**src/rtl/mem_port_arbiter.sv**
```systemverilog
// ---------------------------------------------------------------------------
// mem_port_arbiter
//
// Purpose:
//   Shares one CPU<->memory port between instruction fetch (M0) and the
//   data access of the memory stage (M1). One transaction is outstanding
//   at a time. Data has priority, except that fetch is forced to win after
//   MAX_STARVE consecutive data grants taken while fetch was waiting. A
//   transaction the memory never acknowledges is closed after TIMEOUT busy
//   cycles with an error response to its owner.
//
// Ports:
//   i_clk, i_rst           clock (rising edge), async active-low reset
//   i_m0_req/addr          fetch request (always a read)
//   o_m0_ack/rdata/err     fetch response; ack is a one-cycle pulse
//   i_m1_req/we/addr/
//     wdata/be             data request (load or store)
//   o_m1_ack/rdata/err     data response; ack is a one-cycle pulse
//   o_mem_req/we/addr/
//     wdata/be             registered memory-side request
//   i_mem_ack/rdata        memory completion and read data
// ---------------------------------------------------------------------------
module mem_port_arbiter #(
  parameter int XLEN       = 32,
  parameter int MAX_STARVE = 4,
  parameter int TIMEOUT    = 64
) (
  input  logic            i_clk,
  input  logic            i_rst,
  input  logic            i_m0_req,
  input  logic [XLEN-1:0] i_m0_addr,
  output logic            o_m0_ack,
  output logic [XLEN-1:0] o_m0_rdata,
  output logic            o_m0_err,
  input  logic            i_m1_req,
  input  logic            i_m1_we,
  input  logic [XLEN-1:0] i_m1_addr,
  input  logic [XLEN-1:0] i_m1_wdata,
  input  logic [3:0]      i_m1_be,
  output logic            o_m1_ack,
  output logic [XLEN-1:0] o_m1_rdata,
  output logic            o_m1_err,
  output logic            o_mem_req,
  output logic            o_mem_we,
  output logic [XLEN-1:0] o_mem_addr,
  output logic [XLEN-1:0] o_mem_wdata,
  output logic [3:0]      o_mem_be,
  input  logic            i_mem_ack,
  input  logic [XLEN-1:0] i_mem_rdata
);

  localparam logic [1:0] S_IDLE = 2'd0;
  localparam logic [1:0] S_BUSY = 2'd1;
  localparam logic [1:0] S_RESP = 2'd2;

  localparam int SW = $clog2(MAX_STARVE + 1);
  localparam int TW = (TIMEOUT > 2) ? $clog2(TIMEOUT) : 1;

  localparam logic [SW-1:0] STARVE_MAX = SW'(MAX_STARVE);
  localparam logic [TW-1:0] TMO_LAST   = TW'(TIMEOUT - 1);

  logic [1:0]    r_state;
  logic [SW-1:0] r_starve_cnt;
  logic [TW-1:0] r_tmo_cnt;
  logic          r_owner;

  logic w_any_req;
  logic w_grant_m1;
  logic w_starved;
  logic w_timeout;
  logic w_done;

  assign w_any_req  = i_m0_req | i_m1_req;
  // Fetch only overrides data when both are asking and fetch has been
  // passed over MAX_STARVE times in a row.
  assign w_starved  = i_m0_req & (r_starve_cnt == STARVE_MAX);
  assign w_grant_m1 = i_m1_req & ~w_starved;
  assign w_timeout  = (r_tmo_cnt == TMO_LAST);
  // A memory ack in the last busy cycle still counts as a good completion.
  assign w_done     = i_mem_ack | w_timeout;

  always_ff @(posedge i_clk or negedge i_rst) begin
    if (!i_rst) begin
      r_state      <= S_IDLE;
      r_starve_cnt <= '0;
      r_tmo_cnt    <= '0;
      r_owner      <= 1'b0;
      o_m0_ack     <= 1'b0;
      o_m0_rdata   <= '0;
      o_m0_err     <= 1'b0;
      o_m1_ack     <= 1'b0;
      o_m1_rdata   <= '0;
      o_m1_err     <= 1'b0;
      o_mem_req    <= 1'b0;
      o_mem_we     <= 1'b0;
      o_mem_addr   <= '0;
      o_mem_wdata  <= '0;
      o_mem_be     <= 4'h0;
    end else begin
      // Acks are single-cycle pulses raised only on entry to RESP.
      o_m0_ack <= 1'b0;
      o_m1_ack <= 1'b0;

      case (r_state)
        S_IDLE: begin
          if (w_any_req) begin
            r_state   <= S_BUSY;
            o_mem_req <= 1'b1;
            r_tmo_cnt <= '0;
            r_owner   <= w_grant_m1;
            if (w_grant_m1) begin
              o_mem_we    <= i_m1_we;
              o_mem_addr  <= i_m1_addr;
              o_mem_wdata <= i_m1_wdata;
              o_mem_be    <= i_m1_we ? i_m1_be : 4'hF;
              // Only data grants taken while fetch waits count as starvation.
              if (i_m0_req && (r_starve_cnt != STARVE_MAX)) begin
                r_starve_cnt <= r_starve_cnt + 1'b1;
              end
            end else begin
              o_mem_we     <= 1'b0;
              o_mem_addr   <= i_m0_addr;
              o_mem_wdata  <= '0;
              o_mem_be     <= 4'hF;
              r_starve_cnt <= '0;
            end
          end
        end

        S_BUSY: begin
          r_tmo_cnt <= r_tmo_cnt + 1'b1;
          if (w_done) begin
            o_mem_req <= 1'b0;
            r_state   <= S_RESP;
            if (r_owner) begin
              o_m1_ack   <= 1'b1;
              o_m1_rdata <= i_mem_ack ? i_mem_rdata : '0;
              o_m1_err   <= ~i_mem_ack;
            end else begin
              o_m0_ack   <= 1'b1;
              o_m0_rdata <= i_mem_ack ? i_mem_rdata : '0;
              o_m0_err   <= ~i_mem_ack;
            end
          end
        end

        S_RESP: begin
          r_state <= S_IDLE;
        end

        default: begin
          r_state <= S_IDLE;
        end
      endcase
    end
  end

endmodule
```
**config.mk**
```make
export PLATFORM = sky130hd
export DESIGN_NAME = mem_port_arbiter
export DESIGN_NICKNAME = d
export VERILOG_FILES = /design/src/rtl/mem_port_arbiter.sv
export SDC_FILE = /design/constraint.sdc
export NUM_CORES = 1
export LEC_CHECK = 0
export CORE_AREA = 4 4 132 134
export CTS_CLUSTER_DIAMETER = 200
export DETAILED_ROUTE_END_ITERATION = 7
export DIE_AREA = 0 0 136 138
export GPL_TIMING_DRIVEN = 1
export PLACE_DENSITY_LB_ADDON = 0.08
export SYNTH_ARGS = -nofsm -noshare
export SYNTH_HDL_FRONTEND = slang
export SYNTH_SLANG_ARGS = --single-unit
```
**constraint.sdc**
```tcl
create_clock -name i_clk -period 1.5 [get_ports i_clk]
set_input_delay 0.15 -clock i_clk [delete_from_list [all_inputs] [get_ports i_clk]]
set_output_delay 0.15 -clock i_clk [all_outputs]
set_load 0.01 [all_outputs]
```
==> impl_metrics.tcl, run 1 <==
set metrics [dict create \
    crit_chain "clkdlybuf4s50_1" \
    setup_violations 0 \
    worst_ep_arrival_time_ns 1.31 \
    busiest_layer "met2" \
    dp_hpwl_microns 13700 \
    port_buffers 275 \
    drive_above_1_share_pct 11.5 \
    cp-start-kind "register" \
    final_max_slew_viol_count 0 \
    leakage_nw 5.17 \
    cts.sinks 150 \
    outcome "finished clean" \
    hold_violations 0 \
    grt_max_degree 59 \
    grt_first_pass_wirelength_microns 30000 \
    fin_crit_ns 1.46 \
    syn_nets 705 \
    dpl_cell_area_sq_um 9290 \
    syn_area_sq_um 6100 \
    grt_pass1_vias 5698 \
    fmax_ghz 0.684 \
    instances_no_fill 1084 \
    cp_top_family "buffers and inverters" \
    max_stage_delay_ns 0.56 \
    cts_made_buffers 17 \
    syn_inst 564 \
    synth_warnings 0 \
    synth-seq-cells 150 \
    viasPerCell 5.11 \
    die-area_sq_um 18800 \
    maxCapViolCount 0 \
    post_drt_wl_per_cell_microns 17.5 \
    clockBufferDepth 2 \
    cp_max_fo 2 \
    drtIter0Drc 227 \
    r2r_start "r_starve_cnt[1]" \
    reg2reg_slack_ns 0.06 \
    irDropWorstVdd_uv 949 \
    post-place-ws_ns -0.137 \
    rsz0062_at_grt "yes" \
    die_h_microns 138 \
    endpoint "o_mem_wdata[10]" \
    n_antenna_cell 0 \
    slew_headroom_pct 71.8 \
    pwr_density_cell_nw_per_um2 1980 \
    finish.utilization_pct 62.3 \
    end_kind "primary output" \
    grtUsageMet2_pct 32.9 \
    ant_nets 0 \
    pin_count 276 \
    fin_crit_sh_pct 97.4 \
    crit_type "register to primary output" \
    clk_pin_slew_ns 0.06 \
    gr-total-overflow 0 \
    row_count 47 \
    tritoncts "built" \
    firstDrtPassIters 4 \
    synthToLayoutAreaGrowth_pct 66.2 \
    num_vias 5535 \
    worst-path-stages 1 \
    final_nets 994 \
    drc_errors 0 \
    grtUsageMet1_pct 24.8 \
    start_util_pct 37.5 \
    postLayoutCellArea_sq_um 10100 \
    ys_types 31 \
    routed_wl_microns 19000 \
    setup_slack_ns 0.0386 \
    clock_skew_ns 0.00902 \
    tightest_slew_ns 0.423 \
    critPathBufInv 1 \
    critPathRequiredTime_ns 1.35 \
    gp_congestion 0.781 \
    die_w_microns 136 \
    setup.worst_path.start "o_mem_wdata[10]" \
    clock_latency_ns 0.41 \
    hold_class "primary input to asynchronous set/reset pin" \
    dp_cells 1051 \
    ys_seq_area_share_pct 61.5 \
    antenna_found_initial 1 \
    power.total_mw 20.1 \
    cpMaxStageDelayCell "clkdlybuf4s50_1" \
    syn_avg_cell_area_sq_um 10.8 \
    grt_usage_pct 19.9 \
    use_met3_pct 6.80 \
    core_area_sq_um 16300 \
    reg2reg_depth 8 \
    h-tree-depth 4 \
    rr_endpoint "o_mem_wdata[28]" \
    cts_root_buf "clkbuf_16" \
]
[worst min path at each step]
stage          startpoint         endpoint  slack (ns)  cells after the start
6_report            i_rst         o_m0_ack        0.13                      2
5_1_grt             i_rst         o_m0_ack        0.12                      2
4_1_cts             i_rst         o_m0_ack        0.12                      2
3_5_place_dp        i_rst         o_m0_ack       -0.02                      1
3_3_place_gp        i_rst  o_mem_wdata[22]       -0.01                      1
2_1_floorplan       i_rst         o_m0_ack       -0.15                      0
[cells in the final DEF, fill, tap and decap left out, types with 10 or more instances in the layout]
master and n:
clkdlybuf4s50_1 184, dfrtp_1 150, nand2_1 110, dlymetal6s2s_1 76, a32o_1 64, a21oi_1 61
nor2_1 44, nand3_1 28, buf_4 25, clkbuf_16 17, dlygate4sd2_1 13, buf_12 10
[synth_stat cells]
| cell type | instances | area share [%] |
|---|---|---|
| buf_1 | 1 | 0.061 |
| o21ai_1 | 1 | 0.082 |
| nand4_1 | 2 | 0.20 |
| o21a_1 | 1 | 0.12 |
| mux2i_1 | 3 | 0.49 |
| a22o_1 | 1 | 0.14 |
| and4_1 | 1 | 0.14 |
| o21ai_0 | 6 | 0.49 |
| dfrtp_1 | 150 | 61 |
| nor2_4 | 1 | 0.18 |
| and2_1 | 3 | 0.31 |
| ha_1 | 3 | 0.61 |
| clkbuf_1 | 12 | 0.74 |
| o22ai_1 | 3 | 0.31 |
| a41o_4 | 1 | 0.35 |
| xor2_1 | 2 | 0.29 |
| nor2_1 | 44 | 2.7 |
| a32o_1 | 64 | 10 |
| nand2b_1 | 3 | 0.31 |
| inv_1 | 4 | 0.25 |
| nand2_4 | 2 | 0.37 |
| nor3_1 | 4 | 0.33 |
| buf_2 | 24 | 2.0 |
| buf_6 | 8 | 1.5 |
| a31oi_1 | 1 | 0.10 |
| and2_4 | 1 | 0.14 |
| nand2_1 | 110 | 6.8 |
| nand3_1 | 35 | 2.9 |
| nor2b_4 | 1 | 0.23 |
| a21oi_1 | 70 | 5.7 |
| buf_4 | 2 | 0.25 |
[where the power goes]
group / switching [mW] / total (mW) / leakage [nW] / internal [mW]
registers: 0.986 / 6.89 / 1.85 / 5.91
logic: 4.30 / 9.19 / 3.04 / 4.89
clock network: 1.56 / 4.01 / 0.274 / 2.45
total: 6.84 / 20.1 / 5.17 / 13.2
[what timing repair did]
action	in CTS	in global routing
endpoints found under the setup margin	63	137
pin swaps	0	4
resized for setup	16	99
hold buffers	1	0
hold endpoints to repair	150	0
buffers inserted	0	2
[cell type report]
cell class	instances	area [sq um]
repair buffers	317	3390
flip-flops and latches	150	3750
multi-input cells	363	2160
fillers	1340	6150
clock buffers	19	443
inverters	4	15.0
well taps	220	275
clock inverters	11	110
[through the flow]
stage | hold WS [ns] | TNS, ns
CTS | 0.122 | 0
finish | 0.135 | 0
global placement | -0.0133 | -3.55
floorplan | -0.146 | 0
detailed placement | -0.0151 | -5.85
global route | 0.118 | -0.717
[cells by family after synthesis]
| family | share of synthesized area [%] |
|---|---|
| AND/OR/NAND/NOR | 14.6 |
| flip-flops | 61.5 |
| AO/OA/AOI/OAI | 17.8 |
| buffers and inverters | 4.73 |
| multiplexers | 0.492 |
| adder cells (fa/ha/maj) | 0.615 |
| XOR/XNOR | 0.287 |
[flip-flops by register name, summed over array words and instances (netlist names)]
name,cells
o_mem_addr,32
o_m0_ack,1
o_m0_err,1
r_tmo_cnt,6
o_m0_rdata,32
o_mem_wdata,32
r_owner,1
o_m1_rdata,32
o_m1_ack,1
o_mem_be,4
o_mem_we,1
o_m1_err,1
r_starve_cnt,3
o_mem_req,1
r_state,2
[layer usage]
metal | wire length (microns) | vias to the layer above
li1 | - | 2579
met3 | 1490 | 29
met4 | 387 | 2
met1 | 7530 | 2705
met5 | 13 | -
met2 | 9530 | 220
Power figures use the tool's default switching activity.
==> inputs of run 2 (changes only) <==
--- a/config.mk
+++ b/config.mk
@@ -5,10 +5,13 @@
 export SDC_FILE = /design/constraint.sdc
 export NUM_CORES = 1
 export LEC_CHECK = 0
-export CORE_AREA = 4 4 132 134
+export CAP_MARGIN = 10
+export CELL_PAD_IN_SITES_DETAIL_PLACEMENT = 1
+export CELL_PAD_IN_SITES_GLOBAL_PLACEMENT = 1
+export CORE_AREA = 4 4 153 155
 export CTS_CLUSTER_DIAMETER = 200
 export DETAILED_ROUTE_END_ITERATION = 7
-export DIE_AREA = 0 0 136 138
+export DIE_AREA = 0 0 157 159
 export GPL_TIMING_DRIVEN = 1
 export PLACE_DENSITY_LB_ADDON = 0.08
 export SYNTH_ARGS = -nofsm -noshare
==> impl_metrics.tcl, run 2 (synthesis gave the netlist of run 1 again) <==
set metrics [dict create \
    pin_count 276 \
    die_w_microns 157 \
    cts_root_buf "clkbuf_16" \
    drive_above_1_share_pct 13.2 \
    grt_pass1_vias 6290 \
    post_drt_wl_per_cell_microns 19.7 \
    drtIter0Drc 234 \
    grt_first_pass_wirelength_microns 34400 \
    final_cell_mix "clkdlybuf4s50_1 (150), dfrtp_1 (150), nand2_1 (109)" \
    hold_violations 0 \
    num_vias 5626 \
    pwr_density_cell_nw_per_um2 1970 \
    outcome "finished clean" \
    end_kind "primary output" \
    p_clk_share_pct 21.4 \
    fmax_ghz 0.679 \
    irDropWorstVdd_uv 778 \
    maxCapViolCount 0 \
    seqPwrFrac_pct 33.8 \
    start_util_pct 28.0 \
    antenna_found_initial 1 \
    die_h_microns 159 \
    rsz0062_at_grt "yes" \
    critPathRequiredTime_ns 1.35 \
    max_stage_delay_ns 0.55 \
    hold_class "primary input to register" \
    viasPerCell 4.92 \
    tightest_slew_ns 0.378 \
    p_sw_mw 7.36 \
    fin_tns_setup_ns 0 \
    setup_violations 0 \
    gp_congestion 0.776 \
    cts.sinks 150 \
    cp-start-kind "register" \
    final_nets 990 \
    setup.worst_path.start "o_mem_addr[13]" \
    cts_made_buffers 17 \
    rr_endpoint "o_mem_addr[7]" \
    reg2reg_slack_ns 0.03 \
    clock_skew_ns 0.00725 \
    cpMaxStageDelayCell "clkdlybuf4s50_1" \
    synthToLayoutAreaGrowth_pct 69.4 \
    die-area_sq_um 25000 \
    final_max_slew_viol_count 0 \
    clock_latency_ns 0.41 \
    firstDrtPassIters 4 \
    clockBufferDepth 2 \
    cp_max_fo 2 \
    slew_headroom_pct 74.8 \
    core_area_sq_um 21800 \
    port_buffers 275 \
    critPathBufInv 1 \
    endpoint "o_mem_addr[13]" \
    reg2reg_depth 7 \
    crit_type "register to primary output" \
    nFillCells 2340 \
    gr-total-overflow 0 \
    worst-path-stages 1 \
    dp_hpwl_microns 15400 \
    drc_errors 0 \
    leakage_nw 5.27 \
    grt_usage_pct 17.1 \
    cp_top_family "buffers and inverters" \
    switching_share_pct 36.1 \
    ant_nets 0 \
    h-tree-depth 4 \
    clk_pin_slew_ns 0.07 \
    fin_crit_ns 1.47 \
    worst_ep_arrival_time_ns 1.32 \
    grt_max_degree 67 \
    tritoncts "built" \
    holdWs_ns 0.164 \
    row_count 54 \
    routed_wl_microns 22600 \
    r2r_start "r_starve_cnt[0]" \
    crit_chain "clkdlybuf4s50_1" \
    p_int_mw 13.0 \
    power_frac_comb_pct 44.7 \
    fin_crit_sh_pct 98.2 \
]
run 2: layout make-up:
class	count	area, sq um	share of cell area (%)
Clock buffer	17	425	4.11
Multi-Input combinational cell	363	2210	21.4
Timing Repair Buffer	313	3400	32.9
Sequential cell	150	3750	36.3
Inverter	4	15.0	0.145
Tap cell	280	350	3.39
Clock inverter	15	185	1.79
Antenna cell	1	2.50	0.0242
run 2: power by group through the flow:
stage / Combinational (mW) / Clock, mW / Sequential (mW)
6_report: 9.12 / 4.37 / 6.90
5_1_grt: 9.90 / 4.72 / 7.16
4_1_cts: 9.16 / 4.53 / 6.97
3_5_place_dp: 9.59 / 0 / 7.06
3_3_place_gp: 9.35 / 0 / 6.93
2_1_floorplan: 3.20 / 0 / 7.75
run 2: how the worst min path moves through the flow:
stage	from	endpoint	cells past startpoint
2_1_floorplan	i_rst	o_m0_ack	0
3_3_place_gp	i_rst	o_m1_rdata[28]	1
3_5_place_dp	i_rst	o_m1_rdata[28]	1
4_1_cts	i_mem_ack	r_state[0]	3
5_1_grt	i_mem_ack	r_state[0]	3
6_report	i_mem_ack	r_state[0]	3
run 2: through the flow:
| stage | total power, mW | util [%] | instance area [sq um] | worst slack, ns | cells |
|---|---|---|---|---|---|
| after floorplan | 11.0 | - | 6100 | 0.0500 | 564 |
| after global placement | 16.3 | 42.8 | 9340 | -0.0340 | 1101 |
| after detailed placement | 16.7 | 42.8 | 9340 | -0.127 | 1101 |
| after CTS | 20.7 | 45.3 | 9890 | 0.000245 | 1134 |
| after global routing | 21.8 | 47.4 | 10300 | -0.0384 | 1143 |
| final | 20.4 | 47.4 | 10300 | 0.0267 | 1143 |
run 2: per-layer routing:
metal	vias up	global-route usage, %	share of wire, %
met1	2838	21.0	41
met3	22	5.11	7.3
met2	188	28.8	49
met5	-	0	0
met4	0	5.44	2.0
li1	2578	-	-
run 2: tightest hold or removal path, cell delays in order:
cell,delay [ns]
buf_2,0.13
a41o_4,0.16
o21ai_0,0.09
run 2: repair_timing:
item	in CTS	in global routing
setup endpoints to repair	88	112
pin swaps	0	7
resized for setup	58	102
hold buffers	1	0
hold endpoints to repair	81	0
cloned	0	6
setup buffers	0	2
